### src/rtl/reg_bank_write_port_if.sv
// Write-request bus for the register bank: valid/ready handshake carrying
// address, data and byte enables.
interface reg_bank_write_port_if #(
  parameter int unsigned DATA_W = 32,
  parameter int unsigned ADDR_W = 4
);
  logic                  wr_valid;
  logic                  wr_ready;
  logic [ADDR_W-1:0]     wr_addr;
  logic [DATA_W-1:0]     wr_data;
  logic [DATA_W/8-1:0]   wr_be;

  modport master (
    output wr_valid,
    output wr_addr,
    output wr_data,
    output wr_be,
    input  wr_ready
  );

  modport slave (
    input  wr_valid,
    input  wr_addr,
    input  wr_data,
    input  wr_be,
    output wr_ready
  );
endinterface

### src/rtl/reg_bank_write_port.sv
// Write side of the register bank: two-stage byte-merging write path, the storage
// registers themselves, and a one-register-per-cycle clear sweep.
module reg_bank_write_port #(
  parameter int unsigned DATA_W   = 32,
  parameter int unsigned NUM_REGS = 16,
  parameter int unsigned ADDR_W   = 4,
  parameter int unsigned ZERO_R0  = 0
) (
  input  logic                         clk,
  input  logic                         reset_n,
  reg_bank_write_port_if.slave         wr,
  input  logic                         clr,
  output logic [NUM_REGS*DATA_W-1:0]   q_flat,
  output logic                         wr_done,
  output logic                         clr_done,
  output logic                         busy
);

  localparam int unsigned NumBytes = DATA_W / 8;
  localparam logic [ADDR_W-1:0] LastIdx = ADDR_W'(NUM_REGS - 1);

  typedef enum logic [0:0] {StIdle, StClear} state_e;

  state_e                state_q, state_d;
  logic [ADDR_W-1:0]     idx_q;
  logic                  pend_valid_q;
  logic [ADDR_W-1:0]     pend_addr_q;
  logic [DATA_W-1:0]     pend_data_q;
  logic [NumBytes-1:0]   pend_be_q;
  logic [DATA_W-1:0]     regs_q [NUM_REGS];
  logic                  wr_done_q;
  logic                  clr_done_q;

  logic                  accept;
  logic                  commit_en;
  logic [DATA_W-1:0]     merged;

  // FSM: state register
  always_ff @(posedge clk or negedge reset_n) begin
    if (!reset_n) begin
      state_q <= StIdle;
    end else begin
      state_q <= state_d;
    end
  end

  // FSM: next state; clr is ignored once a sweep is running
  always_comb begin
    state_d = state_q;
    unique case (state_q)
      StIdle:  if (clr) state_d = StClear;
      StClear: if (idx_q == LastIdx) state_d = StIdle;
      default: state_d = StIdle;
    endcase
  end

  // FSM: outputs
  always_comb begin
    wr.wr_ready = (state_q == StIdle) && !clr;
    busy        = (state_q == StClear) || pend_valid_q;
  end

  assign accept = wr.wr_valid && wr.wr_ready;

  // A hardwired-zero r0 still consumes the commit slot, so wr_done pulses anyway.
  assign commit_en = pend_valid_q && !((ZERO_R0 != 0) && (pend_addr_q == '0));

  always_comb begin
    merged = regs_q[pend_addr_q];
    for (int b = 0; b < int'(NumBytes); b++) begin
      if (pend_be_q[b]) merged[8*b +: 8] = pend_data_q[8*b +: 8];
    end
  end

  always_ff @(posedge clk or negedge reset_n) begin
    if (!reset_n) begin
      pend_valid_q <= 1'b0;
      pend_addr_q  <= '0;
      pend_data_q  <= '0;
      pend_be_q    <= '0;
    end else begin
      pend_valid_q <= accept;
      if (accept) begin
        pend_addr_q <= wr.wr_addr;
        pend_data_q <= wr.wr_data;
        pend_be_q   <= wr.wr_be;
      end
    end
  end

  always_ff @(posedge clk or negedge reset_n) begin
    if (!reset_n) begin
      idx_q <= '0;
    end else if (state_q == StIdle) begin
      idx_q <= '0;
    end else begin
      idx_q <= idx_q + 1'b1;
    end
  end

  // The sweep write comes last so it would win a same-register collision.
  always_ff @(posedge clk or negedge reset_n) begin
    if (!reset_n) begin
      for (int k = 0; k < int'(NUM_REGS); k++) regs_q[k] <= '0;
    end else begin
      if (commit_en) regs_q[pend_addr_q] <= merged;
      if (state_q == StClear) regs_q[idx_q] <= '0;
    end
  end

  always_ff @(posedge clk or negedge reset_n) begin
    if (!reset_n) begin
      wr_done_q  <= 1'b0;
      clr_done_q <= 1'b0;
    end else begin
      wr_done_q  <= pend_valid_q;
      clr_done_q <= (state_q == StClear) && (idx_q == LastIdx);
    end
  end

  assign wr_done  = wr_done_q;
  assign clr_done = clr_done_q;

  for (genvar k = 0; k < int'(NUM_REGS); k++) begin : g_flat
    assign q_flat[k*DATA_W +: DATA_W] = regs_q[k];
  end

endmodule

### src/flat_wrapper.sv
// flat-port wrapper written by rule: the top's interface ports become plain ports
module reg_bank_write_port_flat 
#(
  parameter int unsigned DATA_W   = 32,
  parameter int unsigned NUM_REGS = 16,
  parameter int unsigned ADDR_W   = 4,
  parameter int unsigned ZERO_R0  = 0
)
  (clk, reset_n, clr, q_flat, wr_done, clr_done, busy, wr_wr_valid, wr_wr_addr, wr_wr_data, wr_wr_be, wr_wr_ready);
  reg_bank_write_port_if #(.DATA_W(DATA_W), .ADDR_W(ADDR_W)) wr_i ();
  input  logic clk;
  input  logic reset_n;
  input  logic clr;
  output logic [NUM_REGS*DATA_W-1:0] q_flat;
  output logic wr_done;
  output logic clr_done;
  output logic busy;
  input wire logic [$bits(wr_i.wr_valid)-1:0] wr_wr_valid;
  input wire logic [$bits(wr_i.wr_addr)-1:0] wr_wr_addr;
  input wire logic [$bits(wr_i.wr_data)-1:0] wr_wr_data;
  input wire logic [$bits(wr_i.wr_be)-1:0] wr_wr_be;
  output wire logic [$bits(wr_i.wr_ready)-1:0] wr_wr_ready;
  assign wr_i.wr_valid = wr_wr_valid;
  assign wr_i.wr_addr = wr_wr_addr;
  assign wr_i.wr_data = wr_wr_data;
  assign wr_i.wr_be = wr_wr_be;
  assign wr_wr_ready = wr_i.wr_ready;
  reg_bank_write_port #(.DATA_W(DATA_W), .NUM_REGS(NUM_REGS), .ADDR_W(ADDR_W), .ZERO_R0(ZERO_R0)) u_core (.clk(clk), .reset_n(reset_n), .wr(wr_i), .clr(clr), .q_flat(q_flat), .wr_done(wr_done), .clr_done(clr_done), .busy(busy));
endmodule
### config.mk
export PLATFORM = sky130hd
export DESIGN_NAME = reg_bank_write_port_flat
export DESIGN_NICKNAME = d
export VERILOG_FILES = /design/src/rtl/reg_bank_write_port_if.sv /design/src/rtl/reg_bank_write_port.sv /design/src/flat_wrapper.sv
export SDC_FILE = /design/constraint.sdc
export NUM_CORES = 1
export LEC_CHECK = 0
export CAP_MARGIN = 20
export CORE_MARGIN = 2
export CORE_UTILIZATION = 51
export DETAILED_ROUTE_END_ITERATION = 8
export PLACE_DENSITY = 0.92
export SYNTH_ARGS = -nofsm -noshare
export SYNTH_HDL_FRONTEND = slang
export SYNTH_SLANG_ARGS = --single-unit
### constraint.sdc
create_clock -name clk -period 2.89 [get_ports clk]
set_input_delay 0.7225 -clock clk [delete_from_list [all_inputs] [get_ports clk]]
set_output_delay 0.7225 -clock clk [all_outputs]
set_load 0.05 [all_outputs]
# Word-level counts from Yosys, hierarchy flattened
# Cells that the tools add are included.
[word_totals]
regBits = 560
latch_bits = 0
ramBits = 0
mem_bits_ro = 0
in_bits = 44
output_inout_bits = 516
word_cells = 60
n_memories = 0
[op_classes]
n_addsub = 1
n_mul = 0
div_mod_pow = 0
magnitude_cmp = 4
eq_ne = 1
shifts = 0
mux = 18
n_bitwise = 5
reduce_logical = 7
[op_table]
columns = ["op", "count"]
rows = [
  ["$mux 512", 2],
  ["$and 512x512->512", 1],
  ["$bwmux 512", 1],
  ["$not 512->512", 1],
  ["$demux 32 s4", 2],
  ["$bmux 32 s4", 1],
  ["$mux 32", 4],
  ["$mux 8", 4],
  ["$ge 5x5->1 const B", 2],
  ["$lt 5x1->1 const B", 2],
  ["$not 4->5", 2],
  ["$logic_and 1x1->1", 5],
  ["$add 4x1->4 const B", 1],
  ["$eq 4x4->1 const B", 1],
  ["$mux 4", 1],
  ["$mux 1", 2],
  ["$pmux 1 s2", 1],
  ["$logic_not 1->1", 1],
  ["$logic_or 1x1->1", 1],
  ["$not 1->1", 1],
]

# Logic depth before layout (Yosys ltp)
[depth]
depth_word = 9
ltp_mapped = 9
ltp_nobuf = 5

# Least setup slack after synthesis
# Ideal clock, no wire load.
[synth_timing]
kind = "input-to-reg"
start = "input clr"
end = "register u_core.pend_data_q[30]"
arrival_time_ns = 2.535
required_ns = 2.765
slack_ns = 0.230
stages = 5
n_path_buf = 2
cell_sequence = "nor2_1 > and2_1 > clkbuf_1 > buf_1 > mux2_2"
[synth_via]
elab_chain_cells = 3
[synth_lines]
columns = ["element", "line_no", "rtl"]
rows = [
  ["start: declaration", "flat_wrapper.sv:13", "input logic clr;"],
  ["$logic_not 1->1", "reg_bank_write_port.sv:59", "wr.wr_ready = (state_q == StIdle) && !clr;"],
  ["$logic_and 1x1->1", "reg_bank_write_port.sv:59", ""],
  ["$logic_and 1x1->1", "reg_bank_write_port.sv:63", "assign accept = wr.wr_valid && wr.wr_ready;"],
  ["via u_core.accept", "reg_bank_write_port.sv:34", "logic accept;"],
  ["end signal: assignment", "reg_bank_write_port.sv:85", "pend_data_q <= wr.wr_data;"],
  ["end: declaration", "reg_bank_write_port.sv:28", "logic [DATA_W-1:0] pend_data_q;"],
]
# The timed path passes the listed nets, and every way through them passes these cells.
# A chain may end at the register's enable or synchronous reset.

# Worst setup path after layout
[layout_timing]
start = "register u_core.regs_q, in the netlist u_core.q_flat[427]"
end = "output q_flat[427]"
[layout_rtl]
columns = ["element", "line_no", "rtl"]
rows = [
  ["start: declaration", "reg_bank_write_port.sv:30", "logic [DATA_W-1:0] regs_q [NUM_REGS];"],
  ["start signal: indexed assignment", "reg_bank_write_port.sv:106", "if (commit_en) regs_q[pend_addr_q] <= merged;"],
  ["end: declaration", "flat_wrapper.sv:14", "output logic [NUM_REGS*DATA_W-1:0] q_flat;"],
]
# No word-level cell between the ends.

==> reports/metrics.csv <==
stage,metric,value,unit
final_layout,multi_input_area,10400,µm²
power,ir_drop,0.540,mV
cts,clk_path_buf_depth,3,
final_layout,final_cell_area,34300,µm²
global_route,grt_pass1_vias,23410,
global_route,antenna_found_initial,1,
sta,max_freq,0.353,GHz
die,fp.dieH,227,µm
sta,setup_slack,59.7,ps
cts,clock-sinks,560,
worst_hold_path,hold_path.class,input port to asynchronous set/reset pin,
global_route,gr-total-overflow,0,
final_layout,fin_nets,2822,
worst_setup_path,cp_num_buf_inv,1,
final_layout,layout-drive-gt1-share,0.154,
sta,setup_tns,0,ps
sta,hold_viol,0,
sta,drv_slew,0,
die,die_x,227,µm
cts,cts-root-buf,clkbuf_16,
cts,post_cts_resized,0,
die,dieArea,51400,µm²
synth,synth_area_per_cell,11.4,µm²
sta,relSlewSlack,0.238,
placement,routabilityCongestion,1.00,
cts,clk_latency,640,ps
detailed_routing,routedWlPerCell,31.0,µm
worst_setup_path,crit_chain,clkdlybuf4s50_1,
worst_setup_path,worst_ep_arrival_time,2110,ps
detailed_routing,routed_wl,108,mm
synth,synth_area,25300,µm²
global_route,grt_max_degree,100,
cts,cts_tree,built,
synth,postSynth.asyncResetShare,1.00,
detailed_routing,vias_per_cell,6.67,
sta,finalClockSkew,32.3,ps
detailed_routing,via_count,23233,
synth,syn-num-nets,2262,
cts,cts_buffers,58,
cts,post_cts_buffers,0,
global_route,grt_use_total,0.419,
cts,cts_max_level,2,
synth,yosysSeqAreaShare,0.554,
sta,finalSetupViolCount,0,
placement,hpwl,76.2,mm
cts,cts_hold_buf,0,
sta,worstMarginPinSlew,1140,ps
final_layout,fillCellCount,3401,
placement,dpl-instance-area,32300,µm²
sta,grt_setup_unrepaired,no,
detailed_routing,drtAntennaViolNets,0,
synth,ys.flop_type,dfrtp_1,
power,p_per_area,867,nW/µm²
synth,synth_warnings,0,
die,start_util,0.517,
placement,io_buffer_count,559,
die,io_pins,560,
sta,post-route-period-util,0.979,
die,coreArea,49000,µm²
global_route,grt_pass1_wl,157,mm
placement,place_ws,300,ps
flow_run,max-cap-violations,0,
status,status,"complete, no violations",
synth,synth-edff-count,0,
synth,ys_seq_elements,560,
final_layout,stdcell_count,3484,
final_layout,regArea,14000,µm²
detailed_routing,drtPass1Iterations,6,
synth,synth_cell_types,51,
worst_setup_path,cp-start-kind,register,
placement,dp.cells,3378,
detailed_routing,drtIter0Drc,3231,
sta,period_needed,2830,ps
final_layout,syn_to_final_growth,35.4,%
worst_setup_path,critPathKind,register to output port,
worst_setup_path,path_delay_family,buffers and inverters,
worst_setup_path,required,2170,ps
worst_setup_path,critPathMaxStageDelay,1030,ps
worst_setup_path,path_max_fanout,3,
worst_setup_path,cp-end-kind,output port,
synth,synth_cells,2214,
power,p_leak,14.4,nW
detailed_routing,route.detailed.drc,0,
worst_setup_path,cpMaxStageDelayCell,clkdlybuf4s50_1,
cts,path_clk_slew,60,ps
sta,hold_slack,33.0,ps
die,rows,81,
[report_power, final]
group	switching (mW)	internal, mW
logic	8.43	4.02
clock network	3.20	4.52
registers	0.905	8.63
total	12.5	17.2
[cell usage in the layout, fill, tap and decap left out, types with 21 or more instances in the layout]
cell             instances
dfrtp_1                557
clkdlybuf4s50_1        556
nand2_1                366
o21ai_1                236
mux2i_1                192
a32o_1                 160
buf_4                  129
o21ai_0                 99
o22ai_1                 64
clkbuf_16               59
and2_1                  36
mux2_2                  36
or2_2                   33
mux4_2                  32
o221ai_1                32
nand2b_1                32
o41ai_2                 32
buf_12                  22
o21ai_2                 21
[state kept, by name (all words and copies together) (netlist names)]
signal / flops
u_core.pend_data_q: 32
u_core.wr_done: 1
u_core.pend_addr_q: 4
u_core.commit_en: 1
u_core.idx_q: 4
u_core.pend_be_q: 4
u_core.clr_done: 1
u_core.state_q: 1
u_core.q_flat: 512
[metal layers]
| layer | vias up | part of all wire | GRT usage |
|---|---|---|---|
| met4 | 0 | 0.074 | 0.267 |
| met3 | 508 | 0.13 | 0.140 |
| met5 | - | 0 | 0 |
| met2 | 1948 | 0.45 | 0.634 |
| li1 | 9268 | - | - |
| met1 | 11509 | 0.35 | 0.515 |
[cells by family (layout without fill, tap and decap cells)]
kind of cell,after synthesis,count (layout),synth area share
xor gates and xnor gates,2,2,0.000693
DFF,560,560,0.554
buffers and inverters,214,819,0.0421
muxes,260,260,0.120
AOI/OAI and AO/OA,665,665,0.190
adders and majority gates,4,4,0.00198
other,0,1,0
and+or+nand+nor,509,509,0.0908
[Yosys cell counts, drive strengths merged (33+ instances only)]
library cell	instances	area share
mux2i	192	0.076
dfrtp	560	0.55
clkbuf	100	0.015
nand2	366	0.054
buf	108	0.026
o22ai	64	0.016
or2	33	0.0082
and2	38	0.0095
o21ai	356	0.074
mux2	36	0.016
a32o	160	0.063
[cell type report]
type | instances | area share
sequential | 560 | 0.409
multi-input combinational | 1440 | 0.305
timing repair buffer | 708 | 0.204
clock buffer | 86 | 0.0510
tap | 664 | 0.0242
clock inverter | 19 | 0.00621
inverter | 6 | 0.000657
antenna | 1 | 0.0000730
[final timing paths]
path                                         from                endpoint  slack (ps)  depth (start not counted)
setup / recovery               u_core.q_flat[427]             q_flat[427]          60                          1
min in group clk           u_core.pend_data_q[30]  u_core.pend_data_q[30]         500                          1
hold reg to reg            u_core.pend_data_q[30]  u_core.pend_data_q[30]         500                          1
hold / removal                            reset_n       u_core.q_flat[25]          30                          1
setup reg to reg            u_core.pend_addr_q[1]       u_core.q_flat[74]         190                          7
max in group asynchronous                 reset_n  u_core.pend_data_q[13]        1840                          2
[stage by stage]
step / utilization / power, mW
CTS: 0.700 / 29.3
global route: 0.700 / 30.5
global placement: 0.660 / 21.3
detailed placement: 0.660 / 21.7
finish: 0.700 / 29.7
floorplan: - / 17.0
Note: power is estimated with default switching activity, not from simulation.
==> variant: new RTL, config.mk and constraints unchanged <==
`DATA_W` is set to 32 in 3 places; all go to 36.
--- a/src/rtl/reg_bank_write_port_if.sv
+++ b/src/rtl/reg_bank_write_port_if.sv
@@ -1,7 +1,7 @@
 // Write-request bus for the register bank: valid/ready handshake carrying
 // address, data and byte enables.
 interface reg_bank_write_port_if #(
-  parameter int unsigned DATA_W = 32,
+  parameter int unsigned DATA_W = 36,
   parameter int unsigned ADDR_W = 4
 );
   logic                  wr_valid;
--- a/src/rtl/reg_bank_write_port.sv
+++ b/src/rtl/reg_bank_write_port.sv
@@ -1,7 +1,7 @@
 // Write side of the register bank: two-stage byte-merging write path, the storage
 // registers themselves, and a one-register-per-cycle clear sweep.
 module reg_bank_write_port #(
-  parameter int unsigned DATA_W   = 32,
+  parameter int unsigned DATA_W   = 36,
   parameter int unsigned NUM_REGS = 16,
   parameter int unsigned ADDR_W   = 4,
   parameter int unsigned ZERO_R0  = 0
--- a/src/flat_wrapper.sv
+++ b/src/flat_wrapper.sv
@@ -1,7 +1,7 @@
 // flat-port wrapper written by rule: the top's interface ports become plain ports
 module reg_bank_write_port_flat 
 #(
-  parameter int unsigned DATA_W   = 32,
+  parameter int unsigned DATA_W   = 36,
   parameter int unsigned NUM_REGS = 16,
   parameter int unsigned ADDR_W   = 4,
   parameter int unsigned ZERO_R0  = 0
Interface: changed (resized q_flat and wr_wr_data); port bits go from 560 to 628. No check against the original RTL was run, so the function may have changed too.
==> variant against the original RTL <==
Setup slack worse by 0.0058 ns; critical path depth grew 1; wire length is 11% higher; sequential cell count increased by 64; cell area is 12% higher; synthesized area up 12%; sequential share of layout area decreased by 0.074 points; total power up 12%; largest cell class unchanged; largest power group unchanged.
==> variant: results (changes against the original RTL) <==
- The number of multi-input combinational cells in the layout came to 1488 (was 1440).
- The beginning of the critical path is u_core.commit_en (was u_core.q_flat[427]).
- Most frequent cells after synthesis: dfrtp_1, nand2_1, o21ai_0 (was dfrtp_1, nand2_1, o21ai_1).
- The global-route met3 utilization was 11.4% (was 14.0%).
- The internal cell power was 18.9 mW (was 17.2 mW).
- The areal power density over the cells is 869 mW/mm^2 (was 867 mW/mm^2).
- The worst clock skew on the final layout is 0.0296 ns (was 0.0323 ns).
- The total routing resource utilization after global routing is 41.1% (was 41.9%).
- The number of clock buffers in the layout was 102 (was 86).
- The share of total power in sequential cells came to 31.8% (was 32.1%).
- The violation count after the first detailed-route iteration came to 3512 (was 3231).
- The number of cells in the finished layout apart from fillers is 3762 (was 3484).
- The register-to-register setup slack is 0.11 ns (was 0.19 ns).
- The total placed cells including tap cells is 3644 (was 3378).
- The fraction of met1 tracks used by global routing is 55.0% (was 51.5%).
- The total combinational power is 14.2 mW (was 12.4 mW).
- The number of standard-cell rows in the floorplan is 86 (was 81).
- The minimum hold slack was 0.0779 ns (was 0.0330 ns).
- The maximum net fanout on the critical path is 5 (was 3).
- Run status: finished, final reports clean (unchanged).
- The post-detailed-routing wire length is 120000 um (was 108000 um).
- The synthesized netlist net count is 2416 (was 2262).
- The pre-CTS setup slack is 0.186 ns (was 0.300 ns).
- The flip-flop count of the largest register after layout was 576 (was 512).
- The quantity of I/O buffers inserted on ports is 623 (was 559).
- The largest net degree at the start of global routing came to 90 (was 100).
- The maximum resistive drop on vdd came to 581 uV (was 540 uV).
- The count of non-CTS buffers in the layout is 775 (was 708).
- The count of clock tree sinks is 624 (was 560).
- The final RePlAce weighted congestion was 0.969 (was 1.00).
- The data-path buffer share of cell area in the final layout came to 20.1% (was 20.4%).
- The final net count is 3017 (was 2822).
- Cells taking the most area after synthesis: dfrtp_1, a32o_1, mux2i_1, o21ai_0, nand2_1 (was dfrtp_1, mux2i_1, a32o_1, nand2_1, o21ai_1).
- The total half-perimeter wirelength after legalization and detailed placement is 83900 um (was 76200 um).
- The number of search-and-repair iterations in the first detailed-routing pass came to 8 (was 6).
- The global routing met2 resource utilization is 60.3% (was 63.4%).
[variant: per-layer routing]
layer  up-vias  part of all wire (%)
met5         -                0.0084
met4         2                   7.5
met3       482                    13
met2      2264                    43
met1     12900                    36
li1      10000                     -
[variant: worst max-delay path, stage by stage (launching register included)]
cell             delay (ns)
dfrtp_1                0.47
or2_2                  0.32
clkdlybuf4s50_1        0.71
[variant: cells by family (layout without fill, tap and decap cells)]
| group | after synthesis | in the layout | synth area share (%) |
|---|---|---|---|
| buffers and inverters | 252 | 901 | 3.90 |
| DFF | 624 | 624 | 54.9 |
| other | 0 | 1 | 0 |
| adders and majority gates | 4 | 4 | 0.176 |
| xor gates and xnor gates | 2 | 2 | 0.0616 |
| and+or+nand+nor | 506 | 506 | 8.64 |
| muxes | 279 | 279 | 12.2 |
| AOI/OAI and AO/OA | 697 | 697 | 20.1 |
[variant: what timing repair did]
action / CTS / global route
endpoints found under the setup margin: 0 / 6
resized for setup: 0 / 1
hold buffers: 0 / 0
